[src/rtl/hamming_pkg.sv]
// Hamming (7,4) constants and pure encode/syndrome/correct functions shared by
// the encode and decode paths. Codeword index i holds Hamming position i+1.
package hamming_pkg;

    localparam int DATA_W = 4;
    localparam int CODE_W = 7;
    localparam int SYN_W  = 3;

    typedef struct packed {
        logic [SYN_W-1:0]  syn;
        logic              err;
        logic [DATA_W-1:0] data;
    } dec_res_t;

    function automatic logic [CODE_W-1:0] hamming_encode(input logic [DATA_W-1:0] d);
        logic p1, p2, p4;
        p1 = d[0] ^ d[1] ^ d[3];
        p2 = d[0] ^ d[2] ^ d[3];
        p4 = d[1] ^ d[2] ^ d[3];
        return {d[3], d[2], d[1], p4, d[0], p2, p1};
    endfunction

    function automatic logic [SYN_W-1:0] hamming_syndrome(input logic [CODE_W-1:0] c);
        logic [SYN_W-1:0] s;
        s[0] = c[0] ^ c[2] ^ c[4] ^ c[6];
        s[1] = c[1] ^ c[2] ^ c[5] ^ c[6];
        s[2] = c[3] ^ c[4] ^ c[5] ^ c[6];
        return s;
    endfunction

    // Pure SEC: a double error lands on a wrong position and is miscorrected.
    function automatic logic [DATA_W-1:0] hamming_correct(input logic [CODE_W-1:0] c,
                                                         input logic [SYN_W-1:0]  s);
        logic [CODE_W-1:0] fixed;
        fixed = c;
        if (s != '0)
            fixed = c ^ (CODE_W'(1) << (s - SYN_W'(1)));
        return {fixed[6], fixed[5], fixed[4], fixed[2]};
    endfunction

endpackage

[src/rtl/hamming_dec_stage.sv]
// Decode stage: combinational syndrome/correction/extraction and its result
// register. err_hit flags an accepted decode with a nonzero syndrome.
module hamming_dec_stage
    import hamming_pkg::*;
(
    input  logic              clk,
    input  logic              rst,
    input  logic              valid_i,
    input  logic [CODE_W-1:0] codeword_i,
    output logic              valid_o,
    output logic [DATA_W-1:0] data_o,
    output logic [SYN_W-1:0]  syndrome_o,
    output logic              err_o,
    output logic              err_hit
);

    logic [1:0] vld_pipe;
    dec_res_t   res_d, res_q;

    assign vld_pipe[0] = valid_i;

    always_comb begin
        res_d      = '0;
        res_d.syn  = hamming_syndrome(codeword_i);
        res_d.err  = (res_d.syn != '0);
        res_d.data = hamming_correct(codeword_i, res_d.syn);
    end

    assign err_hit = valid_i & res_d.err;

    // Result fields hold across idle cycles; only the valid bit drops.
    always_ff @(posedge clk or posedge rst) begin
        if (rst) begin
            vld_pipe[1] <= 1'b0;
            res_q       <= '0;
        end else begin
            vld_pipe[1] <= vld_pipe[0];
            if (valid_i)
                res_q <= res_d;
        end
    end

    assign valid_o    = vld_pipe[1];
    assign data_o     = res_q.data;
    assign syndrome_o = res_q.syn;
    assign err_o      = res_q.err;

endmodule

[src/rtl/hamming_codec.sv]
// Registered Hamming (7,4) SEC codec: independent 1-cycle encode and decode
// paths plus a saturating count of corrected words.
module hamming_codec
    import hamming_pkg::*;
#(
    parameter int CNT_W = 16
) (
    input  logic              clk,
    input  logic              rst,
    input  logic              enc_valid_i,
    input  logic [DATA_W-1:0] enc_data_i,
    output logic              enc_valid_o,
    output logic [CODE_W-1:0] enc_codeword_o,
    input  logic              dec_valid_i,
    input  logic [CODE_W-1:0] dec_codeword_i,
    output logic              dec_valid_o,
    output logic [DATA_W-1:0] dec_data_o,
    output logic [SYN_W-1:0]  dec_syndrome_o,
    output logic              dec_err_o,
    input  logic              err_count_clr_i,
    output logic [CNT_W-1:0]  err_count_o
);

    logic err_hit;

    always_ff @(posedge clk or posedge rst) begin
        if (rst) begin
            enc_valid_o    <= 1'b0;
            enc_codeword_o <= '0;
        end else begin
            enc_valid_o <= enc_valid_i;
            if (enc_valid_i)
                enc_codeword_o <= hamming_encode(enc_data_i);
        end
    end

    hamming_dec_stage u_dec (
        .clk        (clk),
        .rst        (rst),
        .valid_i    (dec_valid_i),
        .codeword_i (dec_codeword_i),
        .valid_o    (dec_valid_o),
        .data_o     (dec_data_o),
        .syndrome_o (dec_syndrome_o),
        .err_o      (dec_err_o),
        .err_hit    (err_hit)
    );

    // Clear wins over a same-cycle increment.
    always_ff @(posedge clk or posedge rst) begin
        if (rst)
            err_count_o <= '0;
        else if (err_count_clr_i)
            err_count_o <= '0;
        else if (err_hit && (err_count_o != {CNT_W{1'b1}}))
            err_count_o <= err_count_o + CNT_W'(1);
    end

endmodule

[config.mk]
export PLATFORM = sky130hd
export DESIGN_NAME = hamming_codec
export DESIGN_NICKNAME = d
export VERILOG_FILES = /design/src/rtl/hamming_pkg.sv /design/src/rtl/hamming_dec_stage.sv /design/src/rtl/hamming_codec.sv
export SDC_FILE = /design/constraint.sdc
export NUM_CORES = 1
export LEC_CHECK = 0
export BUFFER_PORTS_ARGS = -buffer_cell sky130_fd_sc_hd__buf_2
export CELL_PAD_IN_SITES_DETAIL_PLACEMENT = 0
export CELL_PAD_IN_SITES_GLOBAL_PLACEMENT = 1
export CORE_MARGIN = 8
export CORE_UTILIZATION = 35
export DETAILED_ROUTE_END_ITERATION = 10
export GPL_TIMING_DRIVEN = 0
export HOLD_SLACK_MARGIN = 0.05
export PLACE_DENSITY = 0.84
export SLEW_MARGIN = 30
export SYNTH_ARGS = -nofsm -noshare
export SYNTH_HDL_FRONTEND = slang
export SYNTH_SLANG_ARGS = --single-unit
[constraint.sdc]
create_clock -name clk -period 1.54 [get_ports clk]
set_input_delay 0.077 -clock clk [delete_from_list [all_inputs] [get_ports clk]]
set_output_delay 0.077 -clock clk [all_outputs]
set_load 0.01 [all_outputs]
## Word-level counts from Yosys, hierarchy flattened

Cells that the tools add are included.

- Add/subtract/negate cells: 2
- Eq/ne operators: 1
- Shift operators: 1
- Mux-type cells: 3
- Bitwise logic cells: 17
- Reduce and logical (&&, ||, !) cells: 3

Operators with widths:

| cell | count |
|---|---|
| two-way mux 16 bit | 2 |
| adder 16 x 1 -> 16 bit (second input constant) | 1 |
| != test 16 bit (second input constant) | 1 |
| bitwise XOR 1 bit | 15 |
| two-way mux 7 bit | 1 |
| << shifter 1 x 3 -> 7 bit (first input constant) | 1 |
| bitwise XOR 7 bit | 1 |
| nonzero test 3 bit | 1 |
| subtractor 3 x 1 -> 3 bit (second input constant) | 1 |
| nonzero test 2 bit | 1 |
| AND 1 bit | 1 |
| logical AND 1 bit | 1 |

- Flip-flop bits (word level): 33
- Output and inout bits: 33
- Logic and storage cells: 34

## Depth between registers and ports, before layout

Gate-level depths: netlist (run 1).

- Depth in word-level cells: 8
- Mapped depth: 8
- Depth with buffers taken out: 8

## Cells and area by module

A second synthesis (run 1) with hierarchy kept.

- Cell total of the unflattened synthesis: 185
- Area, all modules: 1,930.6 um^2

Modules (own cells, without submodules):

| module | times used | cells an instance | area each (um^2) |
|---|---|---|---|
| hamming_codec | 1 | 120 | 1,322.5 |
| hamming_dec_stage | 1 | 65 | 608.1 |

## Worst setup path after synthesis (run 1)

Ideal clock, no wire load.

- Path type: input to register
- From: in dec_codeword_i[4]
- To: reg err_count_o[8]
- Arrival time: 2,056 ps
- Data required time: 1,462 ps
- Setup slack: -594 ps
- Stages: 8
- Path buffers: 0
- Path through: xnor2_1 xor2_1 and2_1 ha_1 nand2b_1 or3_1 or4_1 a21oi_1

- Longest elaborated chain between the ends: 7
- Elaborated cells on any way between the ends: 9
- Those cells by class: bitwise: 6; reduce/logical: 3

RTL lines:

| item | line | RTL |
|---|---|---|
| from (decl) | hamming_codec.sv:15 | `input logic [CODE_W-1:0] dec_codeword_i,` |
| bitwise XOR 1 bit (3 in series) | hamming_pkg.sv:27 | `s[2] = c[3] ^ c[4] ^ c[5] ^ c[6];` |
| nonzero test 3 bit * | hamming_dec_stage.sv:25 | `res_d.err = (res_d.syn != '0);` |
| AND 1 bit * | hamming_dec_stage.sv:29 | `assign err_hit = valid_i & res_d.err;` |
| logical AND 1 bit * | hamming_codec.sv:55 | `else if (err_hit && (err_count_o != {CNT_W{1'b1}}))` |
| nonzero test 2 bit (no line) * | n/a |  |
| to (signal assigned) | hamming_codec.sv:56 | `err_count_o <= err_count_o + CNT_W'(1);` |
| to (decl) | hamming_codec.sv:21 | `output logic [CNT_W-1:0] err_count_o` |

Mark *: on every way between the ends. The rest lies on a longest branch, timed or not.
A chain may end at the register's enable or synchronous reset.

## Worst setup path after layout (run 1)

- From: in dec_codeword_i[2]
- To: reg err_count_o[13]

- Longest elaborated chain between the ends: 7
- Elaborated cells on any way between the ends: 10
- Those cells by class: bitwise: 7; reduce/logical: 3

RTL lines:

| item | line |
|---|---|
| bitwise XOR 1 bit, on equally long branches (3 in series) | hamming_pkg.sv:25, hamming_pkg.sv:26 |
| nonzero test 3 bit * | hamming_dec_stage.sv:25 |
| AND 1 bit * | hamming_dec_stage.sv:29 |
| logical AND 1 bit * | hamming_codec.sv:55 |
| nonzero test 2 bit (no line) * | n/a |

Marks and branches as above.

==> flow_summary.json, run 1 <==
{
  "run_status": "complete, but fails checks",
  "violations": "setup timing",
  "ir_worst_vdd_mv": 0.370,
  "slew_headroom": 0.523,
  "period_minus_slack_ps": 1920,
  "io_buffers": 48,
  "synth_xor_area_frac": 0.0883,
  "synth_edf_count": 0,
  "drive_gt1_frac": 0.462,
  "fin_crit_sh": 1.25,
  "powerDensity_nw_per_um2": 852,
  "yosysUniqueCellTypes": 40,
  "hold_violations": 0,
  "synth_top_family_by_area": "simple AND/OR/NAND/NOR gates",
  "critPathArrivalTime_ps": 2130,
  "syn_to_final_growth_pct": 49.8,
  "ys.flop_type": "dfrtp_1",
  "antenna_found_initial": 0,
  "start_kind": "primary input",
  "hold_slack_ps": 66.0,
  "p_total_mw": 2.28,
  "clock_latency_ps": 280,
  "synthSimpleGateAreaFrac": 0.229,
  "cts_made_buffers": 5,
  "synth_mux_area_frac": 0.0561,
  "fin_skew_ps": 3.36,
  "n_antenna_cell": 0,
  "drc": 0,
  "crit_start": "dec_codeword_i[2]",
  "crit_type": "in2reg",
  "die_w_um": 87.4,
  "clock_path_buffers": 2,
  "crit_fanout": 4,
  "ys_seq_area_frac": 0.463,
  "ys_seq_elements": 33,
  "worstPathRequired_ps": 1750,
  "grt_pass1_wl_mm": 7.96,
  "groute.usage.overall": 0.131,
  "via_count": 1677,
  "clock-root-buffer": "clkbuf_8",
  "clk_pin_slew_worst_paths_ps": 60,
  "start_util": 0.356,
  "row_count": 26,
  "synth.top_cell.area_share": 0.463,
  "vias_per_cell": 5.08,
  "setup_viol": 20,
  "r2r_start": "err_count_o[6]",
  "busiest_layer": "met2",
  "die_h_um": 87.4,
  "p_leak_nw": 1.19,
  "ys_warn_count": 0,
  "met3_usage": 0.0472,
  "firstDrtPassIters": 6,
  "top_level_ports": 49,
  "finalWirelength_mm": 4.77,
  "htree_levels": 2,
  "clkSinkCount": 33,
  "min_from": "enc_data_i[1]",
  "synth_compound_area_frac": 0.128,
  "max_freq_mhz": 520,
  "final_antenna_net_count": 0,
  "synth_cells": 176,
  "synth_area_leaders": "dfrtp_1 46%, xnor2_1 5.4%, mux2_2 4.4%",
  "cp-end-kind": "flop",
  "dp_slack_ps": -956,
  "synth_most_common_cell": "dfrtp_1",
  "maxCapViolCount": 0,
  "grtUsageMet1": 0.153,
  "tns_ps": -4520,
  "rsz0062_at_grt": "yes",
  "grt_max_degree": 34,
  "report.final.slew_viol_count": 0,
  "fin_nets": 277,
  "place.gp.congestion": 0.773,
  "synthAdderAreaFrac": 0.0140,
  "dp.final_hpwl_mm": 3.14,
  "yosysTopAreaCell": "dfrtp_1",
  "place_area_sq_um": 2180,
  "netlist_top_cells_count": "33 x dfrtp_1, 14 x nor2_1, 13 x a21oi_1, 11 x xnor2_1, 8 x o21ai_0",
  "async_reset_ff_frac": 1.00,
  "min_path_type": "in2reg",
  "worstMarginPinSlew_ps": 714,
  "worst_slack_ps": -383,
  "core-area_sq_um": 5010,
  "grt_pass1_vias": 1667,
  "cts_tree": "yes",
  "syn_area_per_cell_sq_um": 10.1,
  "wire_per_inst_um": 14.4,
  "grt-ovfl-total": 0,
  "dieArea_sq_um": 7640,
  "first_iter_violations": 73,
  "netlist_area_sq_um": 1790,
  "design_area_sq_um": 2680,
  "use_met2": 0.209,
  "syn_nets": 194
}
==> sequential cells by signal (all words and copies together) (netlist names) <==
register          count
u_dec.err_o           1
u_dec.valid_o         1
u_dec.data_o          4
enc_valid_o           1
u_dec.syndrome_o      3
enc_codeword_o        7
err_count_o          16
==> worst max-delay path, stage by stage <==
cell and delay [ps]:
buf_8 110, xor2_4 290, xor2_4 110, and2_4 180, ha_4 140, and4b_2 310
nand4_1 180, buf_4 190, or4_4 410, a21oi_2 130
==> cell families (layout without fill, tap and decap cells) <==
family / Yosys count / in the layout
AO/OA/AOI/OAI: 37 / 37
XOR/XNOR: 15 / 15
adder cells (fa/ha/maj): 2 / 2
buffers and inverters: 10 / 94
flip-flops: 33 / 33
multiplexers: 9 / 9
AND/OR/NAND/NOR: 70 / 70
==> what timing repair did <==
action	in CTS	in global routing
resized for setup	20	19
pin swaps	21	17
setup endpoints to repair	20	20
hold buffers	3	0
hold endpoints to repair	35	0
buffers inserted	19	7
==> per-stage QoR <==
step           instances  utilization
2_1_floorplan        176            -
3_5_place_dp         294        0.435
6_report             330        0.534
3_3_place_gp         294        0.435
4_1_cts              324        0.508
5_1_grt              330        0.534
==> final timing paths <==
path                       slack (ps)           endpoint  cells after the start
setup / recovery                 -380    err_count_o[13]                     10
hold / removal                     70  enc_codeword_o[4]                      2
min in group asynchronous         460      u_dec.valid_o                      3
hold reg to reg                   500  enc_codeword_o[3]                      1
setup reg to reg                 -250    err_count_o[13]                      5
max in group asynchronous         620  enc_codeword_o[5]                      3
==> final cells by class <==
class / instances / area, sq um
Timing Repair Buffer: 76 / 498
Clock buffer: 8 / 80.1
Tap cell: 70 / 87.6
Multi-Input combinational cell: 133 / 1140
Buffer: 6 / 31.3
Inverter: 4 / 15.0
Sequential cell: 33 / 826
Fill cell: 486 / 2330
==> layer usage <==
layer  share of wire  routed length [um]  up-vias
met2            0.50                2390       36
met4           0.015                  70        0
met3           0.068                 322        7
met1            0.42                1980      819
li1                -                   -      815
met5               0                   0        -
==> cell usage in the layout (no fill, tap or decap), drive strengths merged <==
| cell type | n |
|---|---|
| nand3 | 4 |
| or3 | 7 |
| or4 | 6 |
| nand4 | 4 |
| nand2b | 6 |
| o21bai | 3 |
| o31ai | 5 |
| inv | 4 |
| nand2 | 7 |
| and4bb | 1 |
| a31oi | 3 |
| nor2 | 14 |
| mux2i | 1 |
| dlygate4sd3 | 3 |
| or4b | 1 |
| nor4 | 3 |
| a41oi | 1 |
| clkbuf | 12 |
| a41o | 1 |
| nor2b | 5 |
| a21o | 1 |
| xor2 | 3 |
| and4b | 1 |
| and2 | 1 |
| and4 | 2 |
| xnor2 | 12 |
| ha | 2 |
| o21ai | 8 |
| nor3 | 3 |
| dfrtp | 33 |
| o41ai | 1 |
| or2 | 1 |
| a21oi | 13 |
| and3 | 4 |
| buf | 75 |
| o2111ai | 1 |
| mux2 | 8 |
==> where the power goes <==
part / internal, mW / switching [mW] / leakage (nW) / total (mW)
logic: 0.365 / 0.320 / 0.730 / 0.685
clock network: 0.321 / 0.295 / 0.0395 / 0.616
registers: 0.941 / 0.0370 / 0.418 / 0.978
(Power assumes the default switching activity.)
==> run 2, diff against run 1 <==
--- a/config.mk
+++ b/config.mk
@@ -6,10 +6,10 @@
 export NUM_CORES = 1
 export LEC_CHECK = 0
 export BUFFER_PORTS_ARGS = -buffer_cell sky130_fd_sc_hd__buf_2
-export CELL_PAD_IN_SITES_DETAIL_PLACEMENT = 0
-export CELL_PAD_IN_SITES_GLOBAL_PLACEMENT = 1
+export CELL_PAD_IN_SITES_DETAIL_PLACEMENT = 2
+export CELL_PAD_IN_SITES_GLOBAL_PLACEMENT = 2
 export CORE_MARGIN = 8
-export CORE_UTILIZATION = 35
+export CORE_UTILIZATION = 28
 export DETAILED_ROUTE_END_ITERATION = 10
 export GPL_TIMING_DRIVEN = 0
 export HOLD_SLACK_MARGIN = 0.05
==> run 2 against run 1 <==
Net effect: the flow still finishes with violations (setup timing); cell count up 4.8%; sequential power is 0.7% higher; utilization shrank 8.7 points; sequential share of layout area decreased by 1.2 points; hold slack gained 14 ps; total power rose by 4.3%; register-to-register slack worse by 60 ps; global-route usage rose by 1.8 points; via count grew 6.6%; wire length rose by 40%; largest cell class unchanged.
==> flow_summary.json, run 2 (synthesis results as in run 1) <==
{
  "clkSinkCount": 33,
  "fin_crit_sh": 1.22,
  "wire_per_inst_um": 19.3,
  "crit_type": "in2reg",
  "report.final.slew_viol_count": 0,
  "start_kind": "primary input",
  "rsz0062_at_grt": "yes",
  "crit_buf_inv": 3,
  "layout_commonest_cell": "buf_2",
  "worstPathCellList": "buf_12 > buf_4 > xnor2_1 > xnor2_2 > ha_4 > and4b_2 > nand4_1 > buf_6 > or4_4 > a21oi_2",
  "firstDrtPassIters": 4,
  "drive_gt1_frac": 0.494,
  "die_w_um": 95.9,
  "topRoutingLayerUsed": "met4",
  "antenna_found_initial": 0,
  "fin_nets": 288,
  "reg2reg_depth": 5,
  "first_iter_violations": 37,
  "clock_latency_ps": 290,
  "final_antenna_net_count": 0,
  "worst_slack_ps": -340,
  "top_level_ports": 49,
  "groute.usage.overall": 0.149,
  "wl_met2_mm": 3.60,
  "syn_to_final_growth_pct": 56.1,
  "layout_common_cells": "46 x buf_2, 33 x dfrtp_1, 29 x buf_4",
  "dp_slack_ps": -1060,
  "worstPathRequired_ps": 1760,
  "run_status": "complete, but fails checks",
  "dieArea_sq_um": 9190,
  "min_path_type": "in2reg",
  "met3_length_um": 296,
  "crit_start": "dec_codeword_i[6]",
  "vias_per_cell": 5.16,
  "p_leak_nw": 1.25,
  "r2r_setup_slack_ps": -310,
  "finalWirelength_mm": 6.67,
  "setup_viol": 20,
  "grt-ovfl-total": 0,
  "grt_pass1_vias": 2079,
  "core-area_sq_um": 6240,
  "place.gp.congestion": 0.776,
  "max_freq_mhz": 532,
  "cp-endpoint": "err_count_o[13]",
  "powerDensity_nw_per_um2": 852,
  "cp.depth": 10,
  "row_count": 29,
  "critPathArrivalTime_ps": 2100,
  "worstMarginPinSlew_ps": 734,
  "maxCapViolCount": 0,
  "clock-root-buffer": "clkbuf_8",
  "grt_max_degree": 34,
  "ir_worst_vdd_mv": 0.562,
  "cpLargestDelayFamily": "simple AND/OR/NAND/NOR gates",
  "cts_tree": "yes",
  "n_antenna_cell": 0,
  "final_cells": 346,
  "dp_cells": 301,
  "m1WireLength_mm": 2.67,
  "clk_pin_slew_worst_paths_ps": 70,
  "htree_levels": 2,
  "cts_made_buffers": 5,
  "via_count": 1787,
  "largest_reg_flops": 16,
  "fin_skew_ps": 4.22,
  "io_buffers": 48,
  "period_minus_slack_ps": 1880,
  "largest_register": "err_count_o",
  "grt_pass1_wl_mm": 10.6,
  "clock_path_buffers": 2,
  "worst_path_largest_cell_delay_ps": 420,
  "hold_violations": 0,
  "cp-end-kind": "flop",
  "drc": 0,
  "r2r_start": "err_count_o[0]",
  "dp.final_hpwl_mm": 3.94,
  "r2r-end": "err_count_o[8]",
  "start_util": 0.286,
  "crit_fanout": 7,
  "slew_headroom": 0.510,
  "die_h_um": 95.9,
  "violations": "setup timing",
  "tns_ps": -3900,
  "critPathSlowestCell": "or4_4"
}
## run 2: worst min-delay path by stage
stage	endpoint	cells past startpoint	slack (ps)	from
2_1_floorplan	enc_valid_o	0	110	enc_valid_i
3_3_place_gp	u_dec.valid_o	1	200	dec_valid_i
3_5_place_dp	enc_valid_o	1	200	enc_valid_i
4_1_cts	u_dec.data_o[0]	3	60	dec_codeword_i[2]
5_1_grt	enc_codeword_o[5]	2	80	enc_data_i[2]
6_report	enc_codeword_o[5]	2	80	enc_data_i[2]
## run 2: what timing repair did
item	CTS	global route
endpoints found under the hold margin	36	0
endpoints found under the setup margin	20	20
resized for setup	30	24
pin swaps	20	18
hold buffers	4	0
setup buffers	30	9
gates cloned	0	1
## run 2: cell type report
class                   instances  area [sq um]
fillers                       675          3450
multi-input cells             133          1150
flip-flops and latches         33           826
repair buffers                 87           597
well taps                      77          96.3
clock buffers                   5          68.8
plain buffers                   6          31.3
inverters                       4          15.0
clock inverters                 1          5.00
## run 2: where the power goes
group	total, mW	internal (mW)	switching, mW	leakage [nW]
registers	0.985	0.940	0.0446	0.418
logic	0.769	0.392	0.377	0.789
clock network	0.622	0.297	0.325	0.0399
## run 2: routing by layer
| metal | vias up | global-route usage |
|---|---|---|
| met1 | 916 | 0.165 |
| met3 | 8 | 0.0367 |
| li1 | 827 | - |
| met4 | 0 | 0.0461 |
| met5 | - | 0 |
| met2 | 36 | 0.272 |
## run 2: through the flow
step                instance area (sq um)  hold slack, ps  power, mW   util
detailed placement                   2190             204       1.53  0.351
global route                         2790            81.0       2.50  0.447
CTS                                  2660            62.4       2.32  0.427
floorplan                            1850             108       1.33      -
finish                               2790            79.6       2.38  0.447
global placement                     2190             197       1.50  0.351
